--- src/rtl/crc_pkg.sv ---
// crc_pkg -- shared CRC-8 constants and a reference single-bit update (rev 1.0)
`default_nettype none

package crc_pkg;

  localparam int         CRC8_WIDTH = 8;
  localparam logic [7:0] CRC8_POLY  = 8'h07;
  localparam logic [7:0] CRC8_INIT  = 8'h00;

  // Non-augmented MSB-first update: the message bit enters at the feedback tap.
  function automatic logic [7:0] crc_step(
    input logic [7:0] crc,
    input logic       bit_in,
    input logic [7:0] poly
  );
    logic fb;
    fb = crc[7] ^ bit_in;
    return {crc[6:0], 1'b0} ^ (fb ? poly : 8'h00);
  endfunction

endpackage

`default_nettype wire

--- src/rtl/crc_lfsr_step.sv ---
// crc_lfsr_step -- combinational one-bit LFSR update for a WIDTH-bit CRC (rev 1.0)
`default_nettype none

module crc_lfsr_step
  import crc_pkg::*;
#(
  parameter int               WIDTH = CRC8_WIDTH,
  parameter logic [WIDTH-1:0] POLY  = WIDTH'(CRC8_POLY)
) (
  input  logic [WIDTH-1:0] crc_in,
  input  logic             bit_in,
  output logic [WIDTH-1:0] crc_next
);

  logic fb;

  always_comb begin
    fb       = crc_in[WIDTH-1] ^ bit_in;
    crc_next = {crc_in[WIDTH-2:0], 1'b0} ^ (fb ? POLY : '0);
  end

endmodule

`default_nettype wire

--- src/rtl/crc_generator.sv ---
// crc_generator -- running CRC register built around a chain of crc_lfsr_step (rev 1.0)
`default_nettype none

module crc_generator
  import crc_pkg::*;
#(
  parameter int               WIDTH  = CRC8_WIDTH,
  parameter logic [WIDTH-1:0] POLY   = WIDTH'(CRC8_POLY),
  parameter logic [WIDTH-1:0] INIT   = WIDTH'(CRC8_INIT),
  parameter int               DATA_W = 1
) (
  input  logic              clk,
  input  logic              rst,
  input  logic              data_valid,
  input  logic [DATA_W-1:0] data_in,
  output logic [WIDTH-1:0]  crc_out
);

  logic [WIDTH-1:0] chain [DATA_W+1];
  logic [WIDTH-1:0] crc_d;
  logic [WIDTH-1:0] crc_q;

  assign chain[0] = crc_q;

  // Parallel words are consumed MSB-first, matching the serial bit order.
  for (genvar i = 0; i < DATA_W; i++) begin : g_step
    crc_lfsr_step #(
      .WIDTH (WIDTH),
      .POLY  (POLY)
    ) u_step (
      .crc_in   (chain[i]),
      .bit_in   (data_in[DATA_W-1-i]),
      .crc_next (chain[i+1])
    );
  end

  always_comb begin
    crc_d = crc_q;
    if (data_valid) begin
      crc_d = chain[DATA_W];
    end
  end

  always_ff @(posedge clk or negedge rst) begin
    if (!rst) begin
      crc_q <= INIT;
    end else begin
      crc_q <= crc_d;
    end
  end

  assign crc_out = crc_q;

endmodule

`default_nettype wire

--- config.mk ---
export PLATFORM = sky130hd
export DESIGN_NAME = crc_generator
export DESIGN_NICKNAME = d
export VERILOG_FILES = /design/src/rtl/crc_pkg.sv /design/src/rtl/crc_lfsr_step.sv /design/src/rtl/crc_generator.sv
export SDC_FILE = /design/constraint.sdc
export NUM_CORES = 1
export LEC_CHECK = 0
export CAP_MARGIN = 20
export CORE_AREA = 2 2 39 41
export CTS_CLUSTER_DIAMETER = 100
export CTS_CLUSTER_SIZE = 14
export DETAILED_ROUTE_END_ITERATION = 16
export DIE_AREA = 0 0 41 43
export GPL_ROUTABILITY_DRIVEN = 1
export GPL_TIMING_DRIVEN = 0
export PLACE_DENSITY = 0.65
export SLEW_MARGIN = 20
export SYNTH_ARGS = -nofsm -noshare
export SYNTH_HDL_FRONTEND = slang
export SYNTH_HIERARCHICAL = 1
export SYNTH_SLANG_ARGS = --single-unit
--- constraint.sdc ---
create_clock -name clk -period 1.3 [get_ports clk]
set_clock_uncertainty 0.05 [all_clocks]
set_input_delay 0.195 -clock clk [delete_from_list [all_inputs] [get_ports clk]]
set_output_delay 0.195 -clock clk [all_outputs]
set_load 0.02 [all_outputs]
# --- After elaboration in Yosys (flattened, before gate mapping) ---
# Cells that the tools add are included.
word_totals:
  regBits: 8
  latch_bits: 0
  ram_bits: 0
  mem_bits_ro: 0
  memories: 0
classes:
  addsub: 0
  n_mul: 0
  div_mod_pow: 0
  magnitude_cmp: 0
  eq_ne: 0
  shift: 0
  n_mux: 1
  n_bitwise: 2
  n_reduce_logical: 0
op_table:
  columns: ["cell", "count"]
  rows:
  - ["XOR 8 bit", 1]
  - ["2-to-1 mux 3 bit", 1]
  - ["XOR 1 bit", 1]

# --- Longest topological paths before layout ---
# Gate-level depths: netlist of run 1.
depth:
  ltp_word: 3
  depth_mapped: 3

# --- By module ---
# Netlist of run 1, hierarchy kept.
by_module_without_submodules:
  columns: ["mod", "instances", "cells_per_inst", "area_each_um2", "seq_area_each_um2"]
  rows:
  - ["crc_generator", 1, 25, 391.6, 200.2]
  - ["crc_lfsr_step", 1, 9, 101.3, 0.0]

# --- Worst setup path before layout of run 1 ---
# No wires, ideal clock.
synth_path:
  kind: "register to register"
  start: "register crc_q[7], in the netlist crc_out[7]"
  end: "register crc_q[1], in the netlist crc_out[1]"
  setup_time_ns: 0.125
  arrival_ns: 1.022
  required_time_ns: 1.125
  setup_slack_ns: 0.103
  stages_incl_launch_ff: 3
  period_less_slack_ns: 1.197
  cell_sequence: "dfrtp_1 xor3_1 mux2_4"
synth_rtl:
  columns: ["item", "line", "text"]
  rows:
  - ["start: declaration", "crc_generator.sv:21", "logic [WIDTH-1:0] crc_q;"]
  - ["start signal: assignment", "crc_generator.sv:48", "crc_q <= crc_d;"]

# --- Final worst setup path of run 1 ---
layout_path:
  start: "register crc_q[6], in the netlist crc_out[6]"
  end: "output port crc_out[6]"
layout_rtl:
  columns: ["item", "line", "text"]
  rows:
  - ["end: declaration", "crc_generator.sv:16", "output logic [WIDTH-1:0] crc_out"]
# No word-level cell between the ends.

==> results of run 1 <==
[cells by family after synthesis]
logic type	share of synthesized area, %
flip-flops	40.6
multiplexers	24.4
XOR/XNOR	11.4
buffers and inverters	23.6
[power groups by stage]
stage                     clock (mW)  sequential [mW]  combinational, mW
after detailed placement           0            0.508               1.11
after CTS                      0.207            0.494               1.12
final                          0.194            0.486               1.08
after floorplan                    0            0.478              0.822
after global routing           0.218            0.504               1.14
after global placement             0            0.511               1.09
[metal layers]
metal  GRT usage [%]  vias up
met2            11.9       10
met1            11.3      132
met5               0        -
met4            8.00        0
met3            6.28        4
li1                -      128
[cell usage in the layout (no fill, tap or decap)]
master           instances
buf_2                    4
buf_4                   17
buf_6                    1
clkbuf_4                 3
clkdlybuf4s15_2          3
clkdlybuf4s50_1          1
dfrtp_1                  7
dfrtp_2                  1
dlygate4sd2_1            1
mux2_4                   8
xor2_1                   1
xor3_1                   2
[per-stage QoR]
stage / hold slack (ns) / utilization [%] / total power, mW / cells
global placement: 0.444 / 44.3 / 1.60 / 60
finish: 0.158 / 45.7 / 1.76 / 65
CTS: 0.164 / 46.9 / 1.82 / 64
floorplan: -0.151 / - / 1.30 / 34
global route: 0.187 / 45.7 / 1.87 / 65
detailed placement: 0.448 / 44.3 / 1.62 / 60
[final cells by class]
type | instances | area share (%)
Sequential cell | 8 | 31.9
Multi-Input combinational cell | 11 | 27.9
Buffer | 15 | 18.4
Timing Repair Buffer | 12 | 15.0
Clock buffer | 3 | 3.56
Tap cell | 16 | 3.17
[critical path, cell delays in order, from the launching register on]
cell and delay [ns]:
dfrtp_1 0.39, buf_4 0.13, clkdlybuf4s15_2 0.24
[what timing repair did]
| action | in CTS | in global routing |
|---|---|---|
| buffers inserted | 1 | 1 |
| resized for setup | 26 | 4 |
| pin swaps | 2 | 0 |
| hold buffers | 0 | 0 |
| hold endpoints to repair | 0 | 0 |
| setup endpoints to repair | 10 | 5 |
| cloned | 0 | 0 |
[worst min path at each step]
| stage | start | endpoint | depth (start not counted) |
|---|---|---|---|
| global route | rst | crc_out[0] | 1 |
| CTS | rst | crc_out[5] | 1 |
| detailed placement | rst | crc_out[6] | 1 |
| global placement | rst | crc_out[6] | 1 |
| finish | rst | crc_out[0] | 1 |
| floorplan | rst | crc_out[0] | 0 |
==> results.cfg, run 1 <==
[synthesis]
ys_seq_area_share_pct = 40.6
synthesis.nets = 38
avgSynthCellArea_um2 = 14.5
synth_async_sr_flop_share_pct = 100
ys_warn_count = 6
synthTopCellsByCount = buf_4, dfrtp_1, mux2_4, xor3_1
synth_top_area_share_pct = 40.6
synth_top_area_cell = dfrtp_1
ys.flop_type = dfrtp_1
yosys-top-cells-area = dfrtp_1, mux2_4, buf_4
netlist_area_um2 = 493
yosysUniqueCellTypes = 6
ys_seq_elements = 8
synth_most_common_cell = buf_4
syn-instance-count = 34
synth_edf_count = 0

[drt]
viasPerCell = 4.22
met1_length_um = 287
met3WireLength_um = 55
ant_nets = 0
drt-pass1-iter-count = 3
met2_length_um = 318
vias = 274
drtIter0Drc = 1
drc = 0
wl_per_cell_um = 10.5
top_layer = met4
finalWirelength_um = 681

[layout]
antenna_cells = 0
multi_input_area_um2 = 176
final_area_um2 = 632
nNetsFinal = 55
nFillCells = 137
syn_to_final_growth_pct = 28.2
drive_above_1_share_pct = 75.5
regArea_um2 = 201
largest_reg_flops = 8

[timing]
setup_viol = 0
rsz0062_at_grt = no
final_max_slew_viol_count = 0
hold_viol = 0
fmax_mhz = 792
finalCriticalPeriod_ns = 1.26
tns_ns = 0
slew_headroom_pct = 76.8
setup_ws_ns = 0.0371
tightest_slew_ns = 0.347
fin_crit_sh_pct = 97.1

[clock_network]
clkLatencyLatePin_ns = 0.26
cts_max_level = 1
clock_path_buffers = 2
clkTransAtPathRegs_ns = 0.06
clock_sinks = 8
cts_tree = built
cts_buffers = 3
cts_root_buf = clkbuf_4

[pwr]
pwr-share-seq_pct = 27.6
switchingPower_uw = 554
power_frac_clock_pct = 11.0
peakVddDrop_mv = 1.11
p_int_mw = 1.21
combPwrFrac_pct = 61.4
switching_share_pct = 31.4
p_per_area_nw_per_um2 = 2790
p_leak_nw = 0.334

[worst_setup_path]
r2r_cells = 4
end_kind = primary output
reg2reg_slack_ns = 0.10
critPathLaunchType = register
arrival_ns = 1.02
cp-endpoint = crc_out[6]
r2r-start = crc_out[7]
crit_required_ns = 1.05
rr_endpoint = crc_out[0]
worstSetupStartpoint = crc_out[6]
crit_type = register to primary output
path_max_fanout = 3

[grt]
grt_pass1_wl_um = 1040
grt_pass1_vias = 254
grt_use_total_pct = 9.75
grt_max_degree = 9
antenna_found_initial = 0
grt-ovfl-total = 0

[place]
placed_cell_area_um2 = 613
port-buffer-count = 10
place.gp.congestion = 0.638
place_ws_ns = -0.285

[hold_path]
hold_path.class = input port to async pin

[die]
ios = 12
core-area_um2 = 1380
initial_core_util_pct = 35.6
die_w_um = 41
dieArea_um2 = 1760
row_count = 14
die_y_um = 43

[job]
maxCapViolations = 0

[outcome]
status = finished clean
Note: power is estimated with default switching activity, not from simulation.
==> inputs of run 2 (changes only) <==
--- a/config.mk
+++ b/config.mk
@@ -12,7 +12,6 @@
 export DETAILED_ROUTE_END_ITERATION = 16
 export DIE_AREA = 0 0 41 43
 export GPL_ROUTABILITY_DRIVEN = 1
-export GPL_TIMING_DRIVEN = 0
 export PLACE_DENSITY = 0.65
 export SLEW_MARGIN = 20
 export SYNTH_ARGS = -nofsm -noshare
==> run 2 against run 1 <==
Against the previous run:
- cell count fell by 18%
- via count fell by 19%
- sequential power rose by 3%
- fmax rose by 0.61%
- utilization fell by 6.2 points
- global-route usage fell by 0.41 points
- critical endpoint is now crc_out[2]
- power fell by 18%
- register-to-register slack got worse by 0.06 ns
- sequential share of layout area rose by 4.8 points
- die area did not move
==> results.cfg, run 2 (synthesis results as in run 1) <==
[outcome]
status = finished clean

[die]
ios = 12
row_count = 14
die_y_um = 43
initial_core_util_pct = 35.6
core-area_um2 = 1380
dieArea_um2 = 1760
die_w_um = 41

[timing]
final_max_slew_viol_count = 0
rsz0062_at_grt = no
fmax_mhz = 797
tightest_slew_ns = 0.385
setup_ws_ns = 0.0448
finalCriticalPeriod_ns = 1.26
hold_slack_ns = 0.184
fin_crit_sh_pct = 96.6
slew_headroom_pct = 74.3
hold_viol = 0
setup_viol = 0

[layout]
drive_above_1_share_pct = 43.2
nNetsFinal = 43
multi_input_area_um2 = 176
regArea_um2 = 200
syn_to_final_growth_pct = 10.7
final_cell_mix = mux2_4, dfrtp_1, dlygate4sd2_1
nFillCells = 136
final_area_um2 = 546
stdcell_count = 53
largest_reg_flops = 8
antenna_cells = 0

[clock_network]
clkTransAtPathRegs_ns = 0.05
clock_sinks = 8
cts_root_buf = clkbuf_4
cts_tree = built
cts_max_level = 1
postCtsSetupBuffers = 0
clkLatencyLatePin_ns = 0.25
cts_buffers = 3
clock_path_buffers = 2
hold_buffers = 0

[drt]
finalWirelength_um = 659
vias = 221
ant_nets = 0
drtIter0Drc = 0
drt-pass1-iter-count = 1
viasPerCell = 4.17
wl_per_cell_um = 12.4
drc = 0

[pwr]
p_per_area_nw_per_um2 = 2650
peakVddDrop_mv = 0.822
total_power_mw = 1.45
p_leak_nw = 0.279

[grt]
antenna_found_initial = 0
grt_use_met3_pct = 3.66
grt_max_degree = 9
grt_pass1_vias = 247
use_met1_pct = 12.0
grt_pass1_wl_um = 1080
grtUsageMet2_pct = 12.5
grt_use_total_pct = 9.34
grt-ovfl-total = 0
grt-busiest-layer = met2

[place]
place.gp.congestion = 0.701
dp_cells = 50
port-buffer-count = 11
dp_hpwl_um = 504
place_ws_ns = -0.250
placed_cell_area_um2 = 537

[hold_path]
hold_path.class = input port to async pin

[worst_setup_path]
cpMaxStageDelayCell = dfrtp_1
crit_path_max_incr_delay_ns = 0.45
path_cells = xor3_1 > mux2_4
critPathLaunchType = register
end_kind = register
path_max_fanout = 5
crit_required_ns = 1.38
crit_type = register to register
arrival_ns = 1.34

[job]
maxCapViolations = 0
## run 2: power breakdown
group          internal [mW]  switching, mW
combinational          0.474          0.290
sequential             0.381          0.119
clock                  0.105         0.0764
total                  0.960          0.485
## run 2: worst max-delay path, delay by kind of cell (launching register included)
family / cells / cell delay [ns]
DFF: 1 / 0.45
xor gates and xnor gates: 1 / 0.38
muxes: 1 / 0.26
## run 2: path summary, 6_finish.rpt
check,startpoint,end,slack (ns),cells past startpoint
max,crc_out[7],crc_out[2],0.04,2
min,rst,crc_out[7],0.18,1
max reg2reg,crc_out[7],crc_out[2],0.04,2
min reg2reg,crc_out[6],crc_out[7],0.49,1
max in group asynchronous,rst,crc_out[6],0.74,1
min in group clk,crc_out[6],crc_out[7],0.49,1
## run 2: stage by stage
step / utilization, % / setup TNS, ns
3_5_place_dp: 38.8 / -0.666
4_1_cts: 39.8 / 0
2_1_floorplan: - / 0
3_3_place_gp: 38.8 / -0.590
5_1_grt: 39.4 / 0
6_report: 39.4 / 0
## run 2: timing repair
item | 4_1_cts | 5_1_grt
gates resized for setup | 9 | 1
pin swaps | 0 | 2
cloned | 0 | 0
setup endpoints to repair | 8 | 3
## run 2: layout make-up
type                       count  share of cell area [%]
sequential                     8                    36.7
timing repair buffer          15                    23.2
multi-input combinational     11                    32.3
tap                           16                    3.67
clock buffer                   3                    4.13
## run 2: layer usage
| metal | up-vias | wire [µm] |
|---|---|---|
| met2 | 8 | 304 |
| met1 | 108 | 294 |
| met3 | 0 | 60 |
| met5 | - | 0 |
| met4 | 0 | 0 |
| li1 | 105 | - |
